===== config.mk =====
export PLATFORM = sky130hd
export DESIGN_NAME = sar_search_8bit
export DESIGN_NICKNAME = d
export VERILOG_FILES = /design/src/rtl/sar_pkg.sv /design/src/rtl/sar_step.sv /design/src/rtl/sar_search_8bit.sv
export SDC_FILE = /design/constraint.sdc
export NUM_CORES = 1
export LEC_CHECK = 0
export ABC_AREA = 1
export CAP_MARGIN = 30
export CORE_MARGIN = 1
export CORE_UTILIZATION = 52
export CTS_CLUSTER_DIAMETER = 60
export DETAILED_ROUTE_END_ITERATION = 10
export PLACE_DENSITY_LB_ADDON = 0.1
export SYNTH_ARGS = -nofsm -noshare
export SYNTH_HDL_FRONTEND = slang
export SYNTH_HIERARCHICAL = 1
export SYNTH_SLANG_ARGS = --single-unit

===== constraint.sdc =====
create_clock -name clk -period 2.35 [get_ports clk]
set_clock_uncertainty 0.15 [all_clocks]
set_input_delay 0.235 -clock clk [delete_from_list [all_inputs] [get_ports clk]]
set_output_delay 0.235 -clock clk [all_outputs]
set_load 0.03 [all_outputs]

===== src/rtl/sar_pkg.sv =====
// Shared definitions for the successive-approximation search controller:
// FSM state encoding, one-hot verdict constants and default sizing.
package sar_pkg;

    localparam int SAR_WIDTH_DEF   = 8;
    localparam int SAR_TIMEOUT_DEF = 15;

    typedef enum logic [1:0] {
        ST_IDLE  = 2'd0,
        ST_PROBE = 2'd1,
        ST_DONE  = 2'd2
    } sar_state_e;

    // Verdict vector ordering is {lt, eq, gt}; a well-formed verdict is one-hot.
    localparam logic [2:0] VERDICT_LT = 3'b100;
    localparam logic [2:0] VERDICT_EQ = 3'b010;
    localparam logic [2:0] VERDICT_GT = 3'b001;

    function automatic logic verdict_onehot(input logic [2:0] v);
        return (v == VERDICT_LT) || (v == VERDICT_EQ) || (v == VERDICT_GT);
    endfunction

endpackage


===== src/rtl/sar_step.sv =====
// One successive-approximation step: given the accumulated bits, the bit
// under test and a verdict, produce the next accumulator, the next trial
// and whether the search terminates (with a hit or a failure).
module sar_step
    import sar_pkg::*;
#(
    parameter int WIDTH = SAR_WIDTH_DEF,
    parameter int IDX_W = 3
) (
    input  logic [WIDTH-1:0] acc,
    input  logic [IDX_W-1:0] idx,
    input  logic             lt,
    input  logic             eq,
    input  logic             gt,
    output logic [WIDTH-1:0] acc_next,
    output logic [WIDTH-1:0] trial_next,
    output logic             terminal,
    output logic             hit,
    output logic             fail
);

    logic [WIDTH-1:0] bit_cur;
    logic [WIDTH-1:0] bit_nxt;
    logic             malformed;
    logic             last;

    // Trial below target keeps the bit; above target leaves it clear.
    always_comb begin
        bit_cur    = WIDTH'(1) << idx;
        bit_nxt    = WIDTH'(1) << (idx - IDX_W'(1));
        malformed  = !verdict_onehot({lt, eq, gt});
        last       = (idx == '0);
        acc_next   = lt ? (acc | bit_cur) : acc;
        // Only meaningful when not on the last bit; the wrap at idx==0 is unused.
        trial_next = acc_next | bit_nxt;
        terminal   = malformed || eq || last;
        // An lt/gt on the last bit is only consistent for a zero target.
        hit        = !malformed && (eq || (last && (acc_next == '0)));
        fail       = malformed || (!eq && last && (acc_next != '0));
    end

endmodule


===== src/rtl/sar_search_8bit.sv =====
// Successive-approximation search initiator. Presents MSB-first trial values
// over a valid/valid handshake and consumes lt/eq/gt verdicts until the
// target is found or the verdict stream is inconsistent.
// Optional build macro SAR_TIMEOUT_EN: abort a probe after TIMEOUT_CYCLES
// cycles without a verdict.
module sar_search_8bit
    import sar_pkg::*;
#(
    parameter int WIDTH = SAR_WIDTH_DEF,
    parameter int CNT_W = 4
`ifdef SAR_TIMEOUT_EN
    ,
    parameter int TIMEOUT_CYCLES = SAR_TIMEOUT_DEF
`endif
) (
    input  logic             clk,
    input  logic             rst_n,
    input  logic             start,
    output logic [WIDTH-1:0] trial,
    output logic             trial_valid,
    input  logic             res_valid,
    input  logic             res_lt,
    input  logic             res_eq,
    input  logic             res_gt,
    output logic             busy,
    output logic             done,
    output logic [WIDTH-1:0] value,
    output logic             found,
    output logic             err,
    output logic [CNT_W-1:0] probes
);

    localparam int IDX_W = (WIDTH > 1) ? $clog2(WIDTH) : 1;

    sar_state_e       state_q, state_d;
    logic [WIDTH-1:0] acc_q, acc_d;
    logic [IDX_W-1:0] idx_q, idx_d;
    logic [WIDTH-1:0] trial_q, trial_d;
    logic             trial_valid_q, trial_valid_d;
    logic             busy_q, busy_d;
    logic             done_q, done_d;
    logic [WIDTH-1:0] value_q, value_d;
    logic             found_q, found_d;
    logic             err_q, err_d;
    logic [CNT_W-1:0] probes_q, probes_d;

`ifdef SAR_TIMEOUT_EN
    localparam int WAIT_W = $clog2(TIMEOUT_CYCLES + 1);
    logic [WAIT_W-1:0] wait_q, wait_d;
`endif

    logic [WIDTH-1:0] step_acc_next;
    logic [WIDTH-1:0] step_trial_next;
    logic             step_terminal;
    logic             step_hit;
    logic             step_fail;
    logic             accept;

    sar_step #(
        .WIDTH (WIDTH),
        .IDX_W (IDX_W)
    ) u_step (
        .acc        (acc_q),
        .idx        (idx_q),
        .lt         (res_lt),
        .eq         (res_eq),
        .gt         (res_gt),
        .acc_next   (step_acc_next),
        .trial_next (step_trial_next),
        .terminal   (step_terminal),
        .hit        (step_hit),
        .fail       (step_fail)
    );

    assign accept = trial_valid_q && res_valid;

    // Next-state and next-output computation for the search FSM.
    always_comb begin
        state_d       = state_q;
        acc_d         = acc_q;
        idx_d         = idx_q;
        trial_d       = trial_q;
        trial_valid_d = trial_valid_q;
        busy_d        = busy_q;
        done_d        = 1'b0;
        value_d       = value_q;
        found_d       = found_q;
        err_d         = err_q;
        probes_d      = probes_q;
`ifdef SAR_TIMEOUT_EN
        wait_d        = wait_q;
`endif
        case (state_q)
            ST_IDLE: begin
                if (start) begin
                    acc_d         = '0;
                    value_d       = '0;
                    found_d       = 1'b0;
                    err_d         = 1'b0;
                    probes_d      = '0;
                    idx_d         = IDX_W'(WIDTH - 1);
                    trial_d       = WIDTH'(1) << (WIDTH - 1);
                    trial_valid_d = 1'b1;
                    busy_d        = 1'b1;
                    state_d       = ST_PROBE;
`ifdef SAR_TIMEOUT_EN
                    wait_d        = '0;
`endif
                end
            end
            ST_PROBE: begin
                if (accept) begin
                    probes_d = probes_q + CNT_W'(1);
                    acc_d    = step_acc_next;
                    if (step_terminal) begin
                        state_d       = ST_DONE;
                        done_d        = 1'b1;
                        busy_d        = 1'b0;
                        trial_valid_d = 1'b0;
                        found_d       = step_hit;
                        err_d         = step_fail;
                        value_d       = (step_hit && res_eq) ? trial_q : '0;
                    end else begin
                        idx_d   = idx_q - IDX_W'(1);
                        trial_d = step_trial_next;
`ifdef SAR_TIMEOUT_EN
                        wait_d  = '0;
`endif
                    end
                end
`ifdef SAR_TIMEOUT_EN
                else if (wait_q == WAIT_W'(TIMEOUT_CYCLES - 1)) begin
                    state_d       = ST_DONE;
                    done_d        = 1'b1;
                    busy_d        = 1'b0;
                    trial_valid_d = 1'b0;
                    found_d       = 1'b0;
                    err_d         = 1'b1;
                end else begin
                    wait_d = wait_q + WAIT_W'(1);
                end
`endif
            end
            ST_DONE: begin
                state_d = ST_IDLE;
            end
            default: begin
                state_d = ST_IDLE;
            end
        endcase
    end

    // State and registered outputs; asynchronous reset aborts any search.
    always_ff @(posedge clk or negedge rst_n) begin
        if (!rst_n) begin
            state_q       <= ST_IDLE;
            acc_q         <= '0;
            idx_q         <= IDX_W'(WIDTH - 1);
            trial_q       <= '0;
            trial_valid_q <= 1'b0;
            busy_q        <= 1'b0;
            done_q        <= 1'b0;
            value_q       <= '0;
            found_q       <= 1'b0;
            err_q         <= 1'b0;
            probes_q      <= '0;
`ifdef SAR_TIMEOUT_EN
            wait_q        <= '0;
`endif
        end else begin
            state_q       <= state_d;
            acc_q         <= acc_d;
            idx_q         <= idx_d;
            trial_q       <= trial_d;
            trial_valid_q <= trial_valid_d;
            busy_q        <= busy_d;
            done_q        <= done_d;
            value_q       <= value_d;
            found_q       <= found_d;
            err_q         <= err_d;
            probes_q      <= probes_d;
`ifdef SAR_TIMEOUT_EN
            wait_q        <= wait_d;
`endif
        end
    end

    assign trial       = trial_q;
    assign trial_valid = trial_valid_q;
    assign busy        = busy_q;
    assign done        = done_q;
    assign value       = value_q;
    assign found       = found_q;
    assign err         = err_q;
    assign probes      = probes_q;

endmodule


==> run summary <==
Dividing the final minimum period by the clock period gives 0.888. The headroom to the max-slew limit came out at 0.691. The final max-slew violation count came to 0.

Synthesis inferred 37 register bits. STA puts the critical path data required time at 2480 ps. The post-layout worst setup margin came out at around 260 ps.

Summed over all instances, the cell type with the most area after synthesis is sky130_fd_sc_hd__dfrtp_1. By startpoint and endpoint, the worst setup path is classified as flip-flop to flip-flop. The per-instance average area after synthesis is 7.46 um^2. The simple logic cell fraction of the synthesized area is 0.366. The depth of the worst register-to-register path came out at 14. The data arrival time of the critical path came out at 2220 ps. The layout cell share with drive strength beyond 1 came out at 0.147. The largest net degree at the start of global routing is 38. The number of fillers in the final layout came out at around 290.

Yosys mapped a number of flops with a built-in enable equal to 0. Setup violations remaining at the end of the flow were counted as 0. The core area is around 3400 um^2. The routed layout has 1,724 vias. The most used flip-flop cell after synthesis is sky130_fd_sc_hd__dfrtp_1. The post-synthesis cell area came out at ~1900 um^2. The count of unique library cells instantiated by Yosys came out at 22. The overall die area is about 3900 um^2. For this configuration, the core starts out at a cell density of 0.557.

The wire length of the first global-routing pass came out at 7310 um. Counting every net in the synthesized netlist gives 264. The reg-to-reg setup timing slack came out at 260 ps. The number of antenna violations at the first check in global routing came out at 0. Sorting the synthesized cells by area gives the leading types as sky130_fd_sc_hd__dfrtp_1 45%, sky130_fd_sc_hd__nand2_1 20%, sky130_fd_sc_hd__nand3_1 5.5%. The final layout net count is about 300. The largest driver fanout on the critical path came out at 6. Clock tree synthesis selected as its root buffer the cell sky130_fd_sc_hd__clkbuf_4. Of the total synthesized cell area, the portion taken by XOR and XNOR cells is 0.

The flow ran to the end, and the final reports show no timing, DRC or antenna violations. The number of remaining DRC errors came out at 0. The total detailed-routing wirelength came out at 3930 um.

Clock tree synthesis found a total of 37 sinks. 32 I/O pins were placed. The number of buffers on the longest clock path came out at 2. The total negative slack came out at 0 ps. The clock latency on the worst-skew pair came out at 340 ps. The total congestion overflow came out at 0. For this block, the initial DRC count from the detailed router was 85. The vertical die dimension came out at 62.5 um. The count of antenna-violating nets left after detailed routing came out at 0. The type of the tightest min-delay check is primary input to async pin. The mux share of post-synthesis cell area came out at 0. During placement, the flow inserted port buffers numbering 31. Power comes to approximately 1.1 mW. The row count is 21.

The post-synthesis cell count came out at 255. The last weighted congestion value of the routability-driven placer is 0.858. The transition time at the pin with the least slew margin is 463 ps. Clock-pin slew was measured on the worst setup and hold paths at 110 ps. Setup repair after global routing left no endpoint under its margin. The final number of hold-violating endpoints came out at 0. STA classifies the critical path startpoint as a flip-flop.

Ranked by instance count, the synthesized netlist is headed by 100 x sky130_fd_sc_hd__nand2_1, 34 x sky130_fd_sc_hd__dfrtp_1, 25 x sky130_fd_sc_hd__inv_1. The via count of the first global-routing pass came to 1,672. The HPWL after detailed placement is 2950 um.

The repair_antennas step left the layout with diodes totalling 0. The placement-stage worst setup slack is -8.94 ps. The die is approximately 62 um wide. The static power due to leakage came out at 1.38 nW. The part of the Yosys area used for sequential elements is 0.489. From synthesis to final layout, the design area changed by 25.6%. The Yosys step of the flow raised 6 warnings. TritonCTS built the clock tree. By area, the combinational part of the netlist is dominated by simple AND/OR/NAND/NOR gates. The clock period minus worst slack came out at around 2100 ps. In this run the critical register-to-register path is captured at value[5]$_DFFE_PN0P_. The number of CTS-inserted buffers came out at 5. The reg-to-reg critical path startpoint is idx_q[0]$_DFFE_PN1P_. The max-cap check violation count is 0. The adder and majority gate portion of the synthesized area is 0.0132. The post-synthesis compound-gate area fraction came out at 0.0566. STA classifies the critical path endpoint as a flip-flop. The cell with the most instances after synthesis is sky130_fd_sc_hd__nand2_1. The total power per unit cell area came out at between 400 and 500 nW/um^2. Before antenna repair, the detailed router went through 4 iterations.

The fraction of post-synthesis cell area in the top cell type by area came out at 0.447. CTS built an H-tree with a depth of 2. The per-cell routed wire length is around 11 um. The overall fraction of global-route tracks in use came out at 0.236. The routed via count divided by cell count came out at 5.00.

The peak clock frequency supported by timing came out at 479 MHz. The post-synthesis async set-or-reset flop share came out at 1.00. The worst-case IR drop observed on VDD is 0.000308 V.

In this run, post-CTS hold repair placed 0 buffers.
-- final cells by class --
cell class,count,area [um^2],area share
Timing Repair Buffer,42,393,0.164
Sequential cell,37,930,0.389
Tap cell,46,57.6,0.0241
Inverter,29,109,0.0456
Clock buffer,7,65.1,0.0272
Multi-Input combinational cell,183,830,0.347
Clock inverter,1,5.00,0.00210
-- cell usage in the layout, fill, tap and decap left out, types with 2 or more instances in the layout --
cell and instances:
sky130_fd_sc_hd__nand2_2 4, sky130_fd_sc_hd__a21oi_2 2, sky130_fd_sc_hd__nand3_1 21, sky130_fd_sc_hd__clkdlybuf4s50_1 31, sky130_fd_sc_hd__o21ai_1 3, sky130_fd_sc_hd__nand2_1 100, sky130_fd_sc_hd__nor2_1 21, sky130_fd_sc_hd__inv_2 4
sky130_fd_sc_hd__buf_4 11, sky130_fd_sc_hd__or2_2 2, sky130_fd_sc_hd__a21oi_1 4, sky130_fd_sc_hd__clkbuf_8 2, sky130_fd_sc_hd__inv_1 25, sky130_fd_sc_hd__dfstp_2 3, sky130_fd_sc_hd__ha_1 2, sky130_fd_sc_hd__nand4_1 3
sky130_fd_sc_hd__nor2_2 6, sky130_fd_sc_hd__dfrtp_1 34, sky130_fd_sc_hd__clkbuf_4 5, sky130_fd_sc_hd__nor2_4 2, sky130_fd_sc_hd__o21ai_0 11
-- report_power, final --
part	internal [mW]	switching, mW
combinational	0.0200	0.0336
clock	0.173	0.203
sequential	0.637	0
-- registers in the layout, indices dropped and copies added, names as in the netlist --
signal	count
acc_q	8
busy	1
done	1
err	1
found	1
idx_q	3
probes	4
state_q	2
trial	8
value	8
-- timing repair --
| action | in CTS | in global routing |
|---|---|---|
| endpoints found under the setup margin | 0 | 2 |
| buffers inserted | 0 | 1 |
| gates resized for setup | 0 | 0 |
-- cells by family (layout without fill, tap and decap cells) --
group | after synthesis | after routing
AOI/OAI and AO/OA | 20 | 20
adders and majority gates | 2 | 2
buffers and inverters | 35 | 79
DFF | 37 | 37
and+or+nand+nor | 161 | 161
-- critical path: stages, from the launching register on --
cell and delay (ps):
sky130_fd_sc_hd__dfstp_2 590, sky130_fd_sc_hd__inv_1 50, sky130_fd_sc_hd__nand2_1 110, sky130_fd_sc_hd__nor2_1 70, sky130_fd_sc_hd__nor2_2 130, sky130_fd_sc_hd__nand2_1 80, sky130_fd_sc_hd__nor2_2 110, sky130_fd_sc_hd__nand2_2 70
sky130_fd_sc_hd__a21oi_2 130, sky130_fd_sc_hd__nand2_1 60, sky130_fd_sc_hd__inv_1 150, sky130_fd_sc_hd__nand2_1 70, sky130_fd_sc_hd__nor2_1 90, sky130_fd_sc_hd__nand3_1 90, sky130_fd_sc_hd__nand2_1 70
-- per-stage QoR --
step / std cells / instance area [um^2] / hold slack [ps] / util
3_3_place_gp: 336 / 2310 / 304 / 0.677
6_report: 345 / 2390 / 157 / 0.699
5_1_grt: 345 / 2390 / 196 / 0.699
2_1_floorplan: 255 / 1900 / -211 / -
3_5_place_dp: 336 / 2310 / 310 / 0.677
4_1_cts: 344 / 2380 / 168 / 0.697
-- routing by layer --
layer | wire, um | vias to the layer above | global-route usage
li1 | - | 884 | -
met1 | 1860 | 795 | 0.314
met2 | 1880 | 36 | 0.382
met3 | 130 | 9 | 0.0401
met4 | 63 | 0 | 0.0959
met5 | 0 | - | 0
-- worst max-delay path by stage --
stage / from / end / slack, ps / cells past startpoint
2_1_floorplan: idx_q[0]$_DFFE_PN1P_ / value[4]$_DFFE_PN0P_ / 440 / 14
3_3_place_gp: res_lt / value[4]$_DFFE_PN0P_ / 20 / 14
3_5_place_dp: res_lt / value[5]$_DFFE_PN0P_ / -9 / 14
4_1_cts: idx_q[0]$_DFFE_PN1P_ / value[5]$_DFFE_PN0P_ / 240 / 14
5_1_grt: idx_q[0]$_DFFE_PN1P_ / value[6]$_DFFE_PN0P_ / 4 / 14
6_report: idx_q[0]$_DFFE_PN1P_ / value[5]$_DFFE_PN0P_ / 260 / 14
No activity file was read; power rests on OpenSTA's default activity.
